===== src/rtl/pipelined_cla_adder_if.sv =====
// Operand/result handshake bundle for pipelined_cla_adder.
// master drives operands and out_ready; slave is the adder itself.
interface pipelined_cla_adder_if #(
    parameter int unsigned WIDTH = 64
);
    logic             in_valid;
    logic             in_ready;
    logic [WIDTH-1:0] in_a;
    logic [WIDTH-1:0] in_b;
    logic             cin;
    logic             sub;
    logic             out_valid;
    logic             out_ready;
    logic [WIDTH-1:0] sum;
    logic             cout;
    logic             overflow;

    modport master (
        output in_valid, in_a, in_b, cin, sub, out_ready,
        input  in_ready, out_valid, sum, cout, overflow
    );

    modport slave (
        input  in_valid, in_a, in_b, cin, sub, out_ready,
        output in_ready, out_valid, sum, cout, overflow
    );
endinterface


===== src/rtl/pipelined_cla_adder.sv =====
// WIDTH-bit add/subtract split into STAGES carry-lookahead slices, one slice per
// pipeline stage, with registered inter-slice carries and valid/ready backpressure.
module pipelined_cla_adder #(
    parameter int unsigned WIDTH  = 64,
    parameter int unsigned STAGES = 4,
    parameter int unsigned BLOCK  = 4
) (
    input  logic                 CLK,
    input  logic                 reset,
    pipelined_cla_adder_if.slave bus
);
    localparam int unsigned SW = WIDTH / STAGES;
    localparam int unsigned NB = SW / BLOCK;

    if (((WIDTH % STAGES) != 0) || ((SW % BLOCK) != 0) || (STAGES == 0)) begin : g_bad_params
        $error("pipelined_cla_adder: WIDTH must split into STAGES slices of whole BLOCK groups");
    end

    logic              stall_c;
    logic [WIDTH-1:0]  b_eff_c;
    logic              c_eff_c;
    logic [STAGES:0]   vld_q;
    logic              c0_q;
    logic [STAGES:0]   carry_w;
    logic [WIDTH-1:0]  sum_w;

    // A stalled output freezes every rank; otherwise all ranks advance, bubbles included.
    assign stall_c      = vld_q[STAGES] & ~bus.out_ready;
    assign bus.in_ready = ~stall_c;
    assign b_eff_c      = bus.sub ? ~bus.in_b : bus.in_b;
    assign c_eff_c      = bus.sub | bus.cin;

    assign carry_w[0]    = c0_q;
    assign bus.out_valid = vld_q[STAGES];
    assign bus.sum       = sum_w;
    assign bus.cout      = carry_w[STAGES];

    always_ff @(posedge CLK or negedge reset) begin
        if (!reset) begin
            vld_q <= '0;
            c0_q  <= 1'b0;
        end else if (!stall_c) begin
            vld_q <= {vld_q[STAGES-1:0], bus.in_valid};
            c0_q  <= c_eff_c;
        end
    end

    for (genvar s = 0; s < STAGES; s++) begin : g_slice
        // Operands wait s ranks for their carry; the result then waits to re-align.
        logic [SW-1:0] a_q [0:s];
        logic [SW-1:0] b_q [0:s];
        logic [SW-1:0] r_q [s+1:STAGES];
        logic          co_q;
        logic [SW-1:0] gen_c;
        logic [SW-1:0] prop_c;
        logic [NB:0]   blk_c;
        logic [SW:0]   cy_c;
        logic          grp_g;
        logic          grp_p;

        // Group generate/propagate per BLOCK, lookahead across groups, then bit carries.
        always_comb begin
            gen_c  = a_q[s] & b_q[s];
            prop_c = a_q[s] ^ b_q[s];
            blk_c  = '0;
            cy_c   = '0;
            grp_g  = 1'b0;
            grp_p  = 1'b1;
            blk_c[0] = carry_w[s];
            for (int k = 0; k < NB; k++) begin
                grp_g = 1'b0;
                grp_p = 1'b1;
                for (int i = 0; i < BLOCK; i++) begin
                    grp_g = gen_c[k*BLOCK+i] | (prop_c[k*BLOCK+i] & grp_g);
                    grp_p = grp_p & prop_c[k*BLOCK+i];
                end
                blk_c[k+1] = grp_g | (grp_p & blk_c[k]);
            end
            for (int k = 0; k < NB; k++) begin
                cy_c[k*BLOCK] = blk_c[k];
                for (int i = 1; i < BLOCK; i++) begin
                    cy_c[k*BLOCK+i] = gen_c[k*BLOCK+i-1] | (prop_c[k*BLOCK+i-1] & cy_c[k*BLOCK+i-1]);
                end
            end
            cy_c[SW] = blk_c[NB];
        end

        always_ff @(posedge CLK or negedge reset) begin
            if (!reset) begin
                for (int j = 0; j <= s; j++) begin
                    a_q[j] <= '0;
                    b_q[j] <= '0;
                end
                for (int j = s + 1; j <= STAGES; j++) begin
                    r_q[j] <= '0;
                end
                co_q <= 1'b0;
            end else if (!stall_c) begin
                a_q[0] <= bus.in_a[s*SW +: SW];
                b_q[0] <= b_eff_c[s*SW +: SW];
                for (int j = 1; j <= s; j++) begin
                    a_q[j] <= a_q[j-1];
                    b_q[j] <= b_q[j-1];
                end
                r_q[s+1] <= prop_c ^ cy_c[SW-1:0];
                for (int j = s + 2; j <= STAGES; j++) begin
                    r_q[j] <= r_q[j-1];
                end
                co_q <= cy_c[SW];
            end
        end

        assign carry_w[s+1]       = co_q;
        assign sum_w[s*SW +: SW]  = r_q[STAGES];

        // Signed overflow needs the carry into the MSB, which only the top slice sees.
        if (s == STAGES - 1) begin : g_msb
            logic ovf_q;

            always_ff @(posedge CLK or negedge reset) begin
                if (!reset) begin
                    ovf_q <= 1'b0;
                end else if (!stall_c) begin
                    ovf_q <= cy_c[SW] ^ cy_c[SW-1];
                end
            end

            assign bus.overflow = ovf_q;
        end
    end
endmodule


===== src/flat_wrapper.sv =====
// flat-port wrapper written by rule: the top's interface ports become plain ports
module pipelined_cla_adder_flat 
#(
    parameter int unsigned WIDTH  = 64,
    parameter int unsigned STAGES = 4,
    parameter int unsigned BLOCK  = 4
)
  (CLK, reset, bus_in_valid, bus_in_a, bus_in_b, bus_cin, bus_sub, bus_out_ready, bus_in_ready, bus_out_valid, bus_sum, bus_cout, bus_overflow);
  pipelined_cla_adder_if #(.WIDTH(WIDTH)) bus_i ();
  input  logic CLK;
  input  logic reset;
  input wire logic [$bits(bus_i.in_valid)-1:0] bus_in_valid;
  input wire logic [$bits(bus_i.in_a)-1:0] bus_in_a;
  input wire logic [$bits(bus_i.in_b)-1:0] bus_in_b;
  input wire logic [$bits(bus_i.cin)-1:0] bus_cin;
  input wire logic [$bits(bus_i.sub)-1:0] bus_sub;
  input wire logic [$bits(bus_i.out_ready)-1:0] bus_out_ready;
  output wire logic [$bits(bus_i.in_ready)-1:0] bus_in_ready;
  output wire logic [$bits(bus_i.out_valid)-1:0] bus_out_valid;
  output wire logic [$bits(bus_i.sum)-1:0] bus_sum;
  output wire logic [$bits(bus_i.cout)-1:0] bus_cout;
  output wire logic [$bits(bus_i.overflow)-1:0] bus_overflow;
  assign bus_i.in_valid = bus_in_valid;
  assign bus_i.in_a = bus_in_a;
  assign bus_i.in_b = bus_in_b;
  assign bus_i.cin = bus_cin;
  assign bus_i.sub = bus_sub;
  assign bus_i.out_ready = bus_out_ready;
  assign bus_in_ready = bus_i.in_ready;
  assign bus_out_valid = bus_i.out_valid;
  assign bus_sum = bus_i.sum;
  assign bus_cout = bus_i.cout;
  assign bus_overflow = bus_i.overflow;
  pipelined_cla_adder #(.WIDTH(WIDTH), .STAGES(STAGES), .BLOCK(BLOCK)) u_core (.CLK(CLK), .reset(reset), .bus(bus_i));
endmodule

===== config.mk =====
export PLATFORM = sky130hd
export DESIGN_NAME = pipelined_cla_adder_flat
export DESIGN_NICKNAME = d
export VERILOG_FILES = /design/src/rtl/pipelined_cla_adder_if.sv /design/src/rtl/pipelined_cla_adder.sv /design/src/flat_wrapper.sv
export SDC_FILE = /design/constraint.sdc
export NUM_CORES = 1
export LEC_CHECK = 0
export ABC_AREA = 1
export BUFFER_PORTS_ARGS = -buffer_cell sky130_fd_sc_hd__buf_2
export CAP_MARGIN = 25
export CORE_MARGIN = 2
export CORE_UTILIZATION = 50
export DETAILED_ROUTE_END_ITERATION = 12
export PLACE_DENSITY_LB_ADDON = 0.15
export SYNTH_ARGS = -nofsm -noshare
export SYNTH_HDL_FRONTEND = slang
export SYNTH_SLANG_ARGS = --single-unit
export TNS_END_PERCENT = 50

===== constraint.sdc =====
create_clock -name CLK -period 2.8 [get_ports CLK]
set_input_delay 0.28 -clock CLK [delete_from_list [all_inputs] [get_ports CLK]]
set_output_delay 0.28 -clock CLK [all_outputs]
set_load 0.03 [all_outputs]

==> flow_summary.json, run 1 <==
{
  "max_cap_violations": 0,
  "cts_sinks": 491,
  "skew_ns": 0.0114,
  "clockBufferDepth": 3,
  "cts_made_buffers": 51,
  "async_flop_share_pct": 100,
  "synth-simple-area-share_pct": 17.6,
  "min-delay-start": "bus_in_b[31]",
  "hold_end": "u_core.g_slice[1].b_q[31]",
  "ff2ff_path_depth": 16,
  "path_clk_slew_ns": 0.06,
  "slew_viol_final": 0,
  "wl_per_cell_um": 14.2,
  "vias": 15200,
  "vias_per_cell": 4.76,
  "wirelength_um": 45500,
  "grt_overflow": 0,
  "finalNetCount": 2826,
  "n_fill_cell": 3724,
  "min_period_ns": 2.85,
  "layout_setup_ws_ns": -0.0476,
  "grt_max_degree": 228,
  "arrival_ns": 3.35,
  "p_per_area_nw_per_um2": 1150,
  "hp-class": "input port to flip-flop",
  "synth_adder_area_share_pct": 8.13,
  "die_h_um": 212,
  "dieArea_um2": 45000,
  "syn_area_um2": 21700,
  "status": "complete, but fails checks",
  "synth_mux_area_share_pct": 0,
  "drive_above_1_share_pct": 16.1,
  "grt_pass1_wl_um": 76600,
  "critical_path_class": "flip-flop to flip-flop",
  "worst_pin_slew_ns": 0.993,
  "crit_path_start": "u_core.g_slice[2].b_q[1]",
  "failed_checks": "setup timing",
  "slew_headroom_pct": 33.8,
  "drtIter0Drc": 1072,
  "cp-end-kind": "flip-flop",
  "clock_latency_ns": 0.58,
  "synth_edf_count": 0,
  "leakage_nw": 13.1,
  "synth.lib_cells_used.distinct": 29,
  "avgSynthCellArea_um2": 9.45,
  "drc_errors": 0,
  "rows": 76,
  "vdd.ir_drop.worst_mv": 0.626,
  "grt_use_total_pct": 21.1,
  "ys_seq_area_share_pct": 56.7,
  "portBuffers": 201,
  "cp_max_fo": 2,
  "htree_levels": 2,
  "antenna_found_initial": 3,
  "start_util_pct": 50.5,
  "cts_tree": "built",
  "core_area_um2": 42900,
  "cts-root-buf": "clkbuf_16",
  "dp_hpwl_um": 28900,
  "ys_ff_latch": 491,
  "syn_inst": 2292,
  "synth_top_flop_cell": "dfrtp_1",
  "syn-num-nets": 2538,
  "r2r_slack_ns": -0.05,
  "io-pin-count": 202,
  "die_w_um": 212,
  "synth-compound-area-share_pct": 7.38,
  "fmax_mhz": 351,
  "r2r-end": "u_core.g_slice[2].r_q[30]",
  "finalPower_mw": 30.0,
  "stdcell_count": 3204,
  "critPathLaunchType": "flip-flop",
  "dp_cells": 2987,
  "synth-xor-area-share_pct": 3.23,
  "fin_crit_sh_pct": 102,
  "area_delta_synth_final_pct": 20.9,
  "ant_nets": 0,
  "min_path_cells": 3,
  "finalHoldViolCount": 0,
  "rsz0062_at_grt": "true",
  "synth_top_family_by_area": "simple AND/OR/NAND/NOR gates",
  "hold_ws_ns": 0.0223,
  "r2r_start": "u_core.g_slice[2].b_q[1]",
  "yosys_warnings": 0,
  "critPathRequiredTime_ns": 3.30,
  "drtPass1Iterations": 7,
  "setup_viol": 5,
  "first_global_vias": 15400,
  "place_congestion": 0.797
}
## cell usage after synthesis, types with 2 or more instances
cell type	count	area, um^2
o21bai_1	3	22.5
buf_4	52	390
a21oi_1	24	120
clkbuf_1	21	78.8
o21ai_0	249	1250
nor2_1	18	67.6
nand3b_1	3	22.5
inv_1	128	480
nand2_1	956	3590
fa_1	48	961
buf_2	74	370
nand2_2	6	37.5
nand4_1	3	18.8
o21a_1	2	15.0
o21ai_1	33	165
dfrtp_1	491	12300
xnor2_1	80	701
a211oi_1	2	15.0
ha_1	64	801
buf_6	15	169
nand3_1	12	60.1
## worst max-delay path by stage
stage	endpoint	slack (ns)
CTS	u_core.g_slice[1].r_q[42]	-0.06
detailed placement	u_core.g_slice[2].r_q[31]	-0.27
finish	u_core.g_slice[2].r_q[30]	-0.05
global route	u_core.g_slice[1].r_q[46]	-0.20
floorplan	u_core.g_slice[2].r_q[27]	-0.02
global placement	u_core.g_slice[2].r_q[31]	-0.19
## power breakdown
group,internal [mW],switching [mW]
logic,4.64,6.75
registers,10.3,1.82
clock network,3.84,2.69
total,18.7,11.3
## layout make-up
type | count | area [um^2] | area share, %
Tap cell | 585 | 732 | 2.79
Sequential cell | 491 | 12300 | 46.9
Multi-Input combinational cell | 1509 | 8110 | 31.0
Inverter | 129 | 492 | 1.88
Clock buffer | 84 | 1590 | 6.08
Antenna cell | 3 | 7.51 | 0.0287
Timing Repair Buffer | 398 | 2940 | 11.2
Clock inverter | 5 | 25.0 | 0.0955
## sequential cells by signal, summed over array words and instances (netlist names)
register             cells
u_core.vld_q             5
u_core.bus.cout          1
u_core.g_slice.b_q     160
u_core.c0_q              1
u_core.bus.sum          48
u_core.bus.overflow      1
u_core.g_slice.r_q     112
u_core.g_slice.a_q     160
u_core.g_slice.co_q      3
## worst max-delay path: stages, from the launching register on
cell,delay [ns]
dfrtp_1,0.38
ha_1,0.31
nand2_1,0.07
nand2_1,0.05
nand2_1,0.05
nand2_1,0.05
nand2_1,0.05
nand3b_1,0.12
nand2_1,0.10
nand2_2,0.07
nand2_2,0.07
nand2_2,0.06
fa_2,0.35
fa_2,0.38
fa_2,0.52
nand2_1,0.05
o21ai_1,0.08
## cells by family (layout without fill, tap and decap cells)
kind of cell | Yosys count | count (layout)
buffers and inverters | 292 | 616
other | 0 | 3
AO/OA/AOI/OAI | 315 | 315
flip-flops | 491 | 491
AND/OR/NAND/NOR | 1002 | 1002
adder cells (fa/ha/maj) | 112 | 112
XOR/XNOR | 80 | 80
## layout by cell type, fill, tap and decap left out, drive strengths merged
master,count
nor3b,1
a2111oi,1
fa,48
ha,64
clkinv,5
inv,129
nor2,19
a31oi,1
a211oi,2
o21a,2
o21ai,282
nand3b,3
dlygate4sd3,118
dfrtp,491
o21bai,3
xnor2,80
nand2,962
or2,1
and3b,1
nand3,12
buf,280
nand4,3
clkbuf,84
diode,3
a21oi,24
## through the flow
step / cell area [um^2] / utilization [%] / setup slack, ns / TNS (ns)
2_1_floorplan: 21700 / - / -0.0228 / -0.0443
5_1_grt: 26200 / 61.1 / -0.199 / -2.33
3_3_place_gp: 23100 / 53.9 / -0.193 / -0.930
4_1_cts: 26100 / 60.7 / -0.0625 / -0.264
6_report: 26200 / 61.1 / -0.0476 / -0.147
3_5_place_dp: 23100 / 53.9 / -0.268 / -2.55
## repair_timing
action / CTS / global route
hold buffers: 118 / 0
buffers inserted: 3 / 4
pin swaps: 26 / 15
setup endpoints to repair: 22 / 23
gates resized for setup: 42 / 26
endpoints found under the hold margin: 186 / 0
## per-layer routing
layer  share of wire [%]  global-route usage (%)  up-vias
met5                   0                       0        -
met4                 2.2                    6.53        0
met3                 4.0                    3.49       72
met2                  47                    34.3      218
met1                  47                    29.2     7264
li1                    -                       -     7690
No activity file was read; power rests on OpenSTA's default activity.
==> inputs of run 2 (changes only) <==
--- a/config.mk
+++ b/config.mk
@@ -5,7 +5,7 @@
 export SDC_FILE = /design/constraint.sdc
 export NUM_CORES = 1
 export LEC_CHECK = 0
-export ABC_AREA = 1
+export ABC_AREA = 0
 export BUFFER_PORTS_ARGS = -buffer_cell sky130_fd_sc_hd__buf_2
 export CAP_MARGIN = 25
 export CORE_MARGIN = 2
==> run 2 against run 1 <==
The flow still finishes with violations (setup timing). Flip-flop and latch count did not move. Worst setup slack lost 0.40 ns. Sequential share of layout area is 0.80 points lower. Clock power up 4.7%. Synthesized area about the same. Utilization is 1.1 points higher. Synthesized cell count grew 1.9%. Combinational power grew 6%. Maximum frequency down 12%. Total power is 3.6% higher. Critical endpoint is now u_core.bus.overflow. Largest cell class unchanged. Largest power group unchanged.
==> flow_summary.json, run 2 <==
{
  "syn_inst": 2336,
  "worst_pin_slew_ns": 0.804,
  "seqPwrFrac_pct": 39.0,
  "top_regs": "u_core.g_slice.a_q x160, u_core.g_slice.b_q x160, u_core.g_slice.r_q x112",
  "finalHoldViolCount": 0,
  "io-pin-count": 202,
  "vias_per_cell": 4.77,
  "grt_max_degree": 121,
  "slew_headroom_pct": 46.4,
  "path_clk_slew_ns": 0.06,
  "dieArea_um2": 45000,
  "leakage_nw": 14.0,
  "drive_above_1_share_pct": 17.2,
  "hp-class": "input port to flip-flop",
  "ant_nets": 0,
  "area_delta_synth_final_pct": 23.1,
  "synthTopCellsByArea": "dfrtp_1 (57%), nand2_1 (22%), fa_1 (4.4%)",
  "ys_seq_area_share_pct": 56.7,
  "p_comb_share_pct": 39.0,
  "place_congestion": 0.802,
  "wirelength_um": 45700,
  "path_cells": "ha_1 > a211o_1 > a21o_1 > a2111oi_4 > nor2_2 > fa_2 > fa_2 > fa_2 > a2111oi_4 > o21a_2 > nor3_2",
  "synth_top_flop_cell": "dfrtp_1",
  "slew_viol_final": 0,
  "start_util_pct": 50.5,
  "cts_made_buffers": 52,
  "core_area_um2": 42900,
  "rsz0062_at_grt": "true",
  "syn-num-nets": 2582,
  "final_common_cell": "nand2_1",
  "drtPass1Iterations": 5,
  "die_w_um": 212,
  "critPathLaunchType": "flip-flop",
  "synth_common_cells": "nand2_1 (1277), dfrtp_1 (491), o21ai_0 (96)",
  "dp_cells": 3068,
  "finalPower_mw": 31.1,
  "ys_ff_latch": 491,
  "grt_overflow": 0,
  "arrival_ns": 3.73,
  "portBuffers": 201,
  "skew_ns": 0.0175,
  "die_h_um": 212,
  "antenna_cells": 0,
  "drtIter0Drc": 1114,
  "final_cell_mix": "nand2_1 (1276), dfrtp_1 (491), buf_2 (199)",
  "critical_path_class": "flip-flop to flip-flop",
  "fin_crit_sh_pct": 116,
  "grt_use_total_pct": 20.9,
  "cts_tree": "built",
  "critPathRequiredTime_ns": 3.28,
  "cts-root-buf": "clkbuf_16",
  "avgSynthCellArea_um2": 9.27,
  "crit_family": "adder cells",
  "min_period_ns": 3.25,
  "syn_area_um2": 21700,
  "drc_errors": 0,
  "dp_hpwl_um": 29600,
  "crit_buf_inv": 0,
  "async_flop_share_pct": 100,
  "max_cap_violations": 0,
  "synth_edf_count": 0,
  "setup_tns_ns": -2.16,
  "vias": 15600,
  "clockBufferDepth": 3,
  "switching_power_mw": 11.6,
  "p_per_area_nw_per_um2": 1170,
  "failed_checks": "setup timing",
  "finalNetCount": 2901,
  "status": "complete, but fails checks",
  "setup_viol": 12,
  "yosysTopAreaCellShare_pct": 56.7,
  "stdcell_count": 3280,
  "synth_top_cell_by_area": "dfrtp_1",
  "antenna_found_initial": 0,
  "crit_slowest_cell": "fa_2",
  "switching_share_pct": 37.4,
  "wl_per_cell_um": 13.9,
  "synth_most_common_cell": "nand2_1",
  "htree_levels": 2,
  "grt_pass1_wl_um": 76400,
  "cp_max_fo": 4,
  "slowest_delay_ns": 0.40,
  "cp-end-kind": "flip-flop",
  "synth.lib_cells_used.distinct": 37,
  "yosys_warnings": 0,
  "clock_latency_ns": 0.59,
  "vdd.ir_drop.worst_mv": 0.635,
  "first_global_vias": 15700,
  "clock_power_share_pct": 22.0,
  "cts_sinks": 491,
  "p_int_mw": 19.5,
  "rows": 76,
  "pre_cts_ws_ns": -0.509,
  "layout_setup_ws_ns": -0.451,
  "cpMostUsedCell": "fa_2",
  "fmax_mhz": 308
}
==> run 2: power groups by stage <==
| stage | clock network [mW] | logic (mW) | registers [mW] |
|---|---|---|---|
| floorplan | 0 | 8.18 | 12.1 |
| global placement | 0 | 11.4 | 12.1 |
| detailed placement | 0 | 11.7 | 12.2 |
| CTS | 7.03 | 12.1 | 12.1 |
| global route | 7.28 | 13.9 | 12.5 |
| finish | 6.84 | 12.1 | 12.1 |
==> run 2: cells by family after synthesis <==
family          synth area share (%)
flops                           56.7
compound gates                  4.43
fa+ha+maj                       8.14
xor+xnor                        3.24
simple gates                    22.8
buf+inv                         4.46
mux                            0.185
==> run 2: repair_timing <==
item	4_1_cts	5_1_grt
pin swaps	12	15
setup buffers	1	2
gates cloned	0	0
endpoints found under the hold margin	171	0
endpoints found under the setup margin	25	25
gates resized for setup	26	28
hold buffers	115	0
==> run 2: area by class of cell <==
| cell class | instances | area, um^2 |
|---|---|---|
| fill | 3666 | 16200 |
| clock buffer | 80 | 1580 |
| sequential | 491 | 12300 |
| tap | 585 | 732 |
| timing repair buffer | 429 | 3170 |
| clock inverter | 14 | 133 |
| inverter | 20 | 82.6 |
| multi-input combinational | 1661 | 8670 |
==> run 2: per-stage QoR <==
step                hold WS (ns)  instance area, um^2  util, %
global placement           0.293                23600     54.9
detailed placement         0.296                23600     54.9
global route              0.0238                26600     62.1
finish                    0.0219                26600     62.1
CTS                      0.00144                26500     61.8
floorplan                -0.0156                21700        -
==> run 2: path summary, 6_finish.rpt <==
kind,slack (ns),cells past startpoint,endpoint,start
worst max-delay path,-0.45,11,u_core.bus.overflow,u_core.g_slice[3].b_q[0]
min in group asynchronous,0.24,2,u_core.bus.sum[4],reset
worst min register to register,0.46,2,u_core.bus.sum[26],u_core.bus.sum[26]
worst max register to register,-0.45,11,u_core.bus.overflow,u_core.g_slice[3].b_q[0]
max in group asynchronous,1.64,3,u_core.g_slice[3].b_q[61],reset
worst min-delay path,0.02,3,u_core.g_slice[1].b_q[29],bus_in_b[29]
==> run 2: worst min-delay path, stage by stage <==
cell	delay [ns]
buf_2	0.09
xnor2_1	0.07
o21ai_0	0.13
==> run 2: per-layer routing <==
layer	vias to the layer above	global-route usage, %	share of wire [%]
met5	-	0	0
met4	0	6.90	2.6
met3	73	3.06	3.7
met2	241	35.3	49
met1	7472	27.9	45
li1	7848	-	-
